==> config.mk <==
export PLATFORM = sky130hd
export DESIGN_NAME = prog_loader
export DESIGN_NICKNAME = d
export VERILOG_FILES = /design/src/rtl/prog_loader.sv
export SDC_FILE = /design/constraint.sdc
export NUM_CORES = 1
export LEC_CHECK = 0
export ABC_AREA = 1
export BUFFER_PORTS_ARGS = -buffer_cell sky130_fd_sc_hd__buf_2
export CAP_MARGIN = 20
export CORE_MARGIN = 4
export CORE_UTILIZATION = 32
export CTS_CLUSTER_DIAMETER = 50
export DETAILED_ROUTE_END_ITERATION = 6
export PLACE_DENSITY = 0.6
export REMOVE_ABC_BUFFERS = 1
export SETUP_SLACK_MARGIN = 0.3
export SLEW_MARGIN = 20
export SYNTH_ARGS = -nofsm -noshare
export SYNTH_HDL_FRONTEND = slang
export SYNTH_SLANG_ARGS = --single-unit
==> constraint.sdc <==
create_clock -name CLK -period 2.3 [get_ports CLK]
set_input_delay 0.115 -clock CLK [delete_from_list [all_inputs] [get_ports CLK]]
set_output_delay 0.115 -clock CLK [all_outputs]
set_load 0.01 [all_outputs]
==> src/rtl/prog_loader.sv <==
// rtl/prog_loader.sv - framed byte-stream loader for the 1024x18 RAT program memory
// Holds the CPU in reset while a frame of 3-byte instructions is written to sequential addresses.
module prog_loader #(
  parameter int ADDR_W  = 10,
  parameter int DATA_W  = 18,
  parameter int TIMEOUT = 1_000_000
) (
  input  logic              CLK,
  input  logic              RST,
  input  logic [7:0]        RX_DATA,
  input  logic              RX_VALID,
  output logic              RX_READY,
  output logic              WR_EN,
  output logic [ADDR_W-1:0] WR_ADDR,
  output logic [DATA_W-1:0] WR_DATA,
  output logic              CPU_RST_HOLD,
  output logic              BUSY,
  output logic              DONE,
  output logic              ERR
);

  localparam int N_W  = 11;
  localparam int TO_W = $clog2(TIMEOUT + 1);
  localparam logic [7:0] SYNC = 8'hA5;

  typedef enum logic [3:0] {
    S_IDLE, S_CNT_HI, S_CNT_LO, S_B0, S_B1, S_B2, S_WRITE, S_CSUM, S_FINISH
  } state_t;

  state_t          state, state_nx;
  logic [7:0]      cnt_hi_q;
  logic [N_W-1:0]  n_q, idx_q, n_rx;
  logic [1:0]      b0_q;
  logic [7:0]      b1_q, xor_q;
  logic [TO_W-1:0] idle_q;
  logic            xfer, timer_active, timed_out, set_done, set_err;

  assign n_rx = {cnt_hi_q[2:0], RX_DATA};

  always_ff @(posedge CLK) begin
    if (RST) state <= S_IDLE;
    else     state <= state_nx;
  end

  always_comb begin
    state_nx     = state;
    set_done     = 1'b0;
    set_err      = 1'b0;
    RX_READY     = !RST && (state != S_WRITE) && (state != S_FINISH);
    xfer         = RX_VALID && RX_READY;
    timer_active = (state != S_IDLE) && (state != S_WRITE) && (state != S_FINISH);
    timed_out    = timer_active && !xfer && (idle_q == TO_W'(TIMEOUT - 1));
    WR_EN        = (state == S_WRITE);
    BUSY         = (state != S_IDLE) && (state != S_FINISH);
    case (state)
      S_IDLE:   if (xfer && RX_DATA == SYNC) state_nx = S_CNT_HI;
      S_CNT_HI: if (xfer) state_nx = S_CNT_LO;
      S_CNT_LO: if (xfer) begin
        if (cnt_hi_q[7:3] != 5'd0 || n_rx == '0 || n_rx > N_W'(1 << ADDR_W)) begin
          state_nx = S_FINISH;
          set_err  = 1'b1;
        end else begin
          state_nx = S_B0;
        end
      end
      S_B0: if (xfer) begin
        if (RX_DATA[7:2] != 6'd0) begin
          state_nx = S_FINISH;
          set_err  = 1'b1;
        end else begin
          state_nx = S_B1;
        end
      end
      S_B1:    if (xfer) state_nx = S_B2;
      S_B2:    if (xfer) state_nx = S_WRITE;
      S_WRITE: state_nx = (idx_q + N_W'(1) == n_q) ? S_CSUM : S_B0;
      S_CSUM: if (xfer) begin
        state_nx = S_FINISH;
        if (RX_DATA == xor_q) set_done = 1'b1;
        else                  set_err  = 1'b1;
      end
      S_FINISH: state_nx = S_IDLE;
      default:  state_nx = S_IDLE;
    endcase
    if (timed_out) begin
      state_nx = S_FINISH;
      set_err  = 1'b1;
    end
  end

  always_ff @(posedge CLK) begin
    if (RST) begin
      cnt_hi_q     <= '0;
      n_q          <= '0;
      idx_q        <= '0;
      b0_q         <= '0;
      b1_q         <= '0;
      xor_q        <= '0;
      idle_q       <= '0;
      WR_ADDR      <= '0;
      WR_DATA      <= '0;
      CPU_RST_HOLD <= 1'b0;
      DONE         <= 1'b0;
      ERR          <= 1'b0;
    end else begin
      idle_q <= (!timer_active || xfer) ? '0 : idle_q + TO_W'(1);
      case (state)
        S_IDLE: if (xfer && RX_DATA == SYNC) begin
          CPU_RST_HOLD <= 1'b1;
          DONE         <= 1'b0;
          ERR          <= 1'b0;
          idx_q        <= '0;
          xor_q        <= '0;
        end
        S_CNT_HI: if (xfer) cnt_hi_q <= RX_DATA;
        S_CNT_LO: if (xfer) n_q <= n_rx;
        S_B0: if (xfer) begin
          b0_q  <= RX_DATA[1:0];
          xor_q <= xor_q ^ RX_DATA;
        end
        S_B1: if (xfer) begin
          b1_q  <= RX_DATA;
          xor_q <= xor_q ^ RX_DATA;
        end
        S_B2: if (xfer) begin
          xor_q   <= xor_q ^ RX_DATA;
          WR_ADDR <= idx_q[ADDR_W-1:0];
          WR_DATA <= {b0_q, b1_q, RX_DATA};
        end
        S_WRITE:  idx_q <= idx_q + N_W'(1);
        // A failed frame leaves memory partially written, so the CPU stays held.
        S_FINISH: if (DONE) CPU_RST_HOLD <= 1'b0;
        default: ;
      endcase
      if (set_done) DONE <= 1'b1;
      if (set_err)  ERR  <= 1'b1;
    end
  end

endmodule

---- Yosys cells after proc, flatten, opt, wreduce, memory -nomap -nowiden ----
Index checks and enable logic that the tools add are counted.
word-level totals
  input port bits ......................... 11
  register bits after elaboration ......... 103
operators by class
  reductions and logical operators ........ 42
  bitwise logic cells ..................... 1
  muxes and demuxes ....................... 35
  $lt $le $gt $ge ......................... 1
  equality and inequality tests ........... 30
  add/sub/neg operators ................... 2
operators by type and width
  kind                   count
  $mux 4                 10
  $pmux 4 s8             1
  $pmux 11 s2            1
  $ne 3x3->1 const B     7
  $add 20x1->20 const B  1
  $eq 20x20->1 const B   1
  $eq 4x3->1 const B     4
  $mux 1                 16
  $mux 8                 2
  $ne 2x2->1 const B     8
  $pmux 8 s2             1
  $reduce_and 2->1       8
  $reduce_and 7->1       2
  $reduce_bool 2->1      7
  $add 11x1->11 const B  1
  $eq 11x11->1           1
  $gt 11x11->1 const B   1
  $logic_not 11->1       1
  $mux 11                1
  $logic_and 1x1->1      9
  $eq 4x2->1 const B     2
  $eq 8x8->1             1
  $eq 8x8->1 const B     1
  $xor 8x8->8            1
  17 further kinds       23

---- Logic depth before layout (Yosys ltp) ----
  word-level depth ........................ 10
  gate-level depth with buffers ........... 13

---- Worst setup path before layout ----
No wires, ideal clock.
  path type ............................... register to register
  from .................................... register idle_q[0]
  to ...................................... register idle_q[16]
  arrival ................................. 1.569 ns
  buffers on the path ..................... 0
  cell stages (with the launch flop) ...... 12
  path slack .............................. 0.614 ns
  cells stage by stage .................... dfxtp_1 > ha_1 > nand2_1 > inv_1 > nand2_1 > nor2_4 > nand4_1 > nor2_1 > nand3_1 > nor2_1 > xor2_1 > nor2_1
between the ends
  word-level cells in the longest chain between the ends .. 1
RTL lines
  element                 RTL line  text
  from (decl)             35        logic [TO_W-1:0] idle_q;
  from (signal assigned)  106       idle_q <= (!timer_active || xfer) ? '0 : idle_q + TO_W'(1);
  $add 20x1->20           106
Every way passes these cells.
A chain may end at the register's enable or synchronous reset.

---- Worst setup path after layout ----
  from .................................... register state[0]
  to ...................................... register WR_DATA[6]
between the ends
  word-level cells in the longest chain between the ends .. 5
  elaborated cells between the ends (all ways) .. 7
RTL lines
  element                                RTL line  text
  from (decl)                            30        state_t state, state_nx;
  from (signal assigned)                 42        else state <= state_nx;
  $ne 4x3->1                             49        RX_READY = !RST && (state != S_WRITE) && (state != S_FINISH);
  $logic_and 1x1->1 (2 in series)        49
  $logic_and 1x1->1                      50        xfer = RX_VALID && RX_READY;
  $reduce_and 2->1 (no source line) (*)  -
  to (signal assigned)                   128       WR_DATA <= {b0_q, b1_q, RX_DATA};
  to (decl)                              15        output logic [DATA_W-1:0] WR_DATA,
Every way passes the cells marked *; elsewhere a longest branch is shown, timed or not.

==> impl_results.md <==
- Simple-gate portion of the synthesized area: 0.2779
- Buffers on Ports: 44
- Setup TNS: 0 ps
- GRT Overall Usage: 0.1331
- Die Ht: 128.0 µm
- Final Critical Period: about 1800 ps
- CTS Hold Bufs: 0
- Multiplexer share of the synthesized area: 0
- Layout Skew: around 7 ps
- Cells on worst reg2reg path: 10
- FF-to-FF Start: state[0]
- PD cells: about 650 nW/µm²
- Post-Synth XOR/XNOR Area: 0.03233
- Io pins: 45
- Max Freq: between 0.5 and 0.6 GHz
- CP startpoint kind: flop
- Max stage delay on crit path: around 350 ps
- Avg Vias per Cell: 4.683
- Congestion Overflow GR: 0
- Post-layout utilization of the core: 0.3826
- RSZ-0062 raised after global routing: yes
- Top post-synthesis cells by area: dfxtp_1 45%, nand2_1 9.5%, a21oi_1 7.8%
- Yosys reg bits: 103
- Slew Viols, Final: 0
- Hold Path Origin: RX_DATA[5]
- Die X-Extent: 128.0 µm
- First-pass GRT wire length: 17.82 mm
- R2r setup slk: between 400 and 500 ps
- Hold Path Depth: 3
- DR iter-0 viols: 277
- Clock slew seen by the registers of the worst setup and hold paths: 80 ps
- Post-route non-filler standard cell count: 861
- Drt first pass iters: 4
- Drt drc: 0
- Main combinational cell family by area after synthesis: simple AND/OR/NAND/NOR gates
- Clock network power share: 0.460
- Worst Tran Pin Value: 475.3 ps
- Combinational power share: 0.029
- Post-synthesis area per instance: 7.264 µm²
- Multi-input logic area: 2215 µm²
- R2R Path End: WR_DATA[6]
- Crit path capture type: flop
- P_leak: roughly 2.1 nW
- Antenna violations before repair: 0
- ANT cells: 0
- Adder-Cell Fraction of Synth Area: 0.005433
- CP Cell Sequence: nor2_2 > nand2_1 > nor2_2 > nor3_4 > nand2_4 > inv_6 > nand2_4 > clkinv_8 > o21ai_0 > a21oi_1
- Final setup viols: 0
- Layout cells sized above 1: 0.1601
- Cts bufs inserted: 9
- Yosys top cell by area: dfxtp_1
- Relative slew slack: 0.6802
- Critical path class: flop to flop
- Pin count of the biggest net entering global routing: 54
- Fillers: 1,502
- Switching part of the total: 0.2305
- CP max FO: 43
- DR vias: 4,032
- Buf+Inv Stages, Crit Path: 2
- Initial core utilization: 0.3292
- Clock Tree Buf Depth: 2
- Total Nets Final: about 690
- Cell Rows: between 40 and 50
- Fin. Hold Viols: 0
- CP Depth: 10
- Main synth FF type: dfxtp_1
- Clk root buf: clkbuf_16
- Fin crit share: 0.7914
- Top cell type's share of synthesized area: 0.4477
- Post-DP HPWL: 7.552 mm
- Place WS: 328.7 ps
- Most frequent cell after synthesis: nand2_1
- Peak supply drop: 344.3 µV
- Arr. time, crit path: just over 2000 ps
- Area growth syn-to-layout: 16.22%
- EDFF count, synth: 0
- RePlAce Congestion: 0.8251
- Register area: 2066 µm²
- Post-Route WL: 10.68 mm
- P_int: 2.681 mW
- Seq pwr share: 0.511
- Total of max-cap violations: 0
- Post-Syn Area: 4606 µm²
- Synth Area in Compound Gates: 0.1592
- Vias in the first global route: 3,720
- Net Switching: 803.3 µW
- Syn Inst Count: roughly 630
- Crit-path slowest cell: dfxtp_1
- TritonCTS Sinks: 103
- Core Box Area: 13,990 µm²
- CTS tree: yes
- CP Data Required Time: 2540 ps
- Die ar.: 16,380 µm²
- Synth cell count leaders: 117 x nand2_1, 103 x dfxtp_1, 84 x nor2_1
- Status: finished, final reports clean
- Cell total after placement: approximately 840
- Htree depth: 3
- Final Power: 3.484 mW
- Antenna Nets Post-Route: 0
- Fin worst setup slack: 479.7 ps
- Count of cell types in the netlist: 40
- Seq/Total Area, Yosys: 0.4477
- Routed WL per cell: 12.41 µm
- YS warnings: 0
- Hold EP: b1_q[5]
- CP top delay family: simple AND/OR/NAND/NOR gates
- Min-delay worst type: input pin to flop
- Later-pin clock latency in the skew report: 350 ps
- Async set-or-reset flop fraction in the synthesized netlist: 0
## metrics by stage
step	hold WS, ps	cell area [µm²]
after global placement	449.6	4991
final	119.4	5353
after CTS	116.0	5300
after global routing	118.4	5353
after floorplan	184.1	4496
after detailed placement	452.7	4991
## logic make-up after synthesis
logic type,count (synthesis)
AND/OR/NAND/NOR,288
AO/OA/AOI/OAI,142
flip-flops,103
buffers and inverters,82
XOR/XNOR,17
adder cells (fa/ha/maj),2
## cell usage in the layout (no fill, tap or decap), types with 11 or more instances in the layout
| cell type | count |
|---|---|
| o21ai_0 | 52 |
| nand2_1 | 115 |
| buf_2 | 44 |
| xor2_1 | 12 |
| nand3_1 | 34 |
| a21oi_1 | 72 |
| nor2_1 | 81 |
| inv_1 | 53 |
| dfxtp_1 | 100 |
| nor3_1 | 11 |
## per-layer routing
layer	GRT usage	wire length (µm)	up-vias
li1	-	-	2157
met1	0.1765	5149	1810
met2	0.2132	4888	55
met3	0.04000	541	10
met4	0.03184	103	0
met5	0	0	-
## worst register-to-register path, cell delays in order (launching register included)
cell and delay (ps):
dfxtp_1 350, nor2_2 150, nand2_1 140, nor2_2 180
nor3_4 60, nand2_4 110, inv_6 60, nand2_4 170
clkinv_8 190, o21ai_0 240, a21oi_1 60
## power groups by stage
stage / Combinational, mW / Sequential [mW] / Clock, mW
5_1_grt: 0.113 / 1.78 / 1.71
3_5_place_dp: 0.102 / 1.82 / 0
6_report: 0.101 / 1.78 / 1.60
4_1_cts: 0.102 / 1.78 / 1.65
2_1_floorplan: 0.0482 / 1.82 / 0
3_3_place_gp: 0.102 / 1.82 / 0
## what timing repair did
item / CTS / global route
resized for setup: 0 / 17
setup buffers: 0 / 1
setup endpoints to repair: 0 / 35
endpoints found under the hold margin: 0 / 0
## how the worst max path moves through the flow
| stage | slack (ps) | startpoint | end |
|---|---|---|---|
| floorplan | 310 | state[1] | idle_q[11] |
| global placement | 380 | idx_q[0] | state[2] |
| detailed placement | 330 | idx_q[0] | state[2] |
| CTS | 320 | idx_q[0] | state[2] |
| global route | 280 | idle_q[1] | idle_q[18] |
| finish | 480 | state[0] | WR_DATA[6] |
## state kept, by name, summed over array words and instances, names as in the netlist
name / count
CPU_RST_HOLD: 1
DONE: 1
ERR: 1
WR_ADDR: 10
WR_DATA: 18
b0_q: 2
b1_q: 8
cnt_hi_q: 8
idle_q: 20
idx_q: 11
n_q: 11
state: 4
xor_q: 8
## layout make-up
cell class / count / share of cell area
multi-input combinational: 449 / 0.4137
sequential: 103 / 0.3859
inverter: 63 / 0.04792
timing repair buffer: 50 / 0.05259
clock inverter: 7 / 0.01566
clock buffer: 9 / 0.04208
tap: 180 / 0.04208
Note: power is estimated with default switching activity, not from simulation.
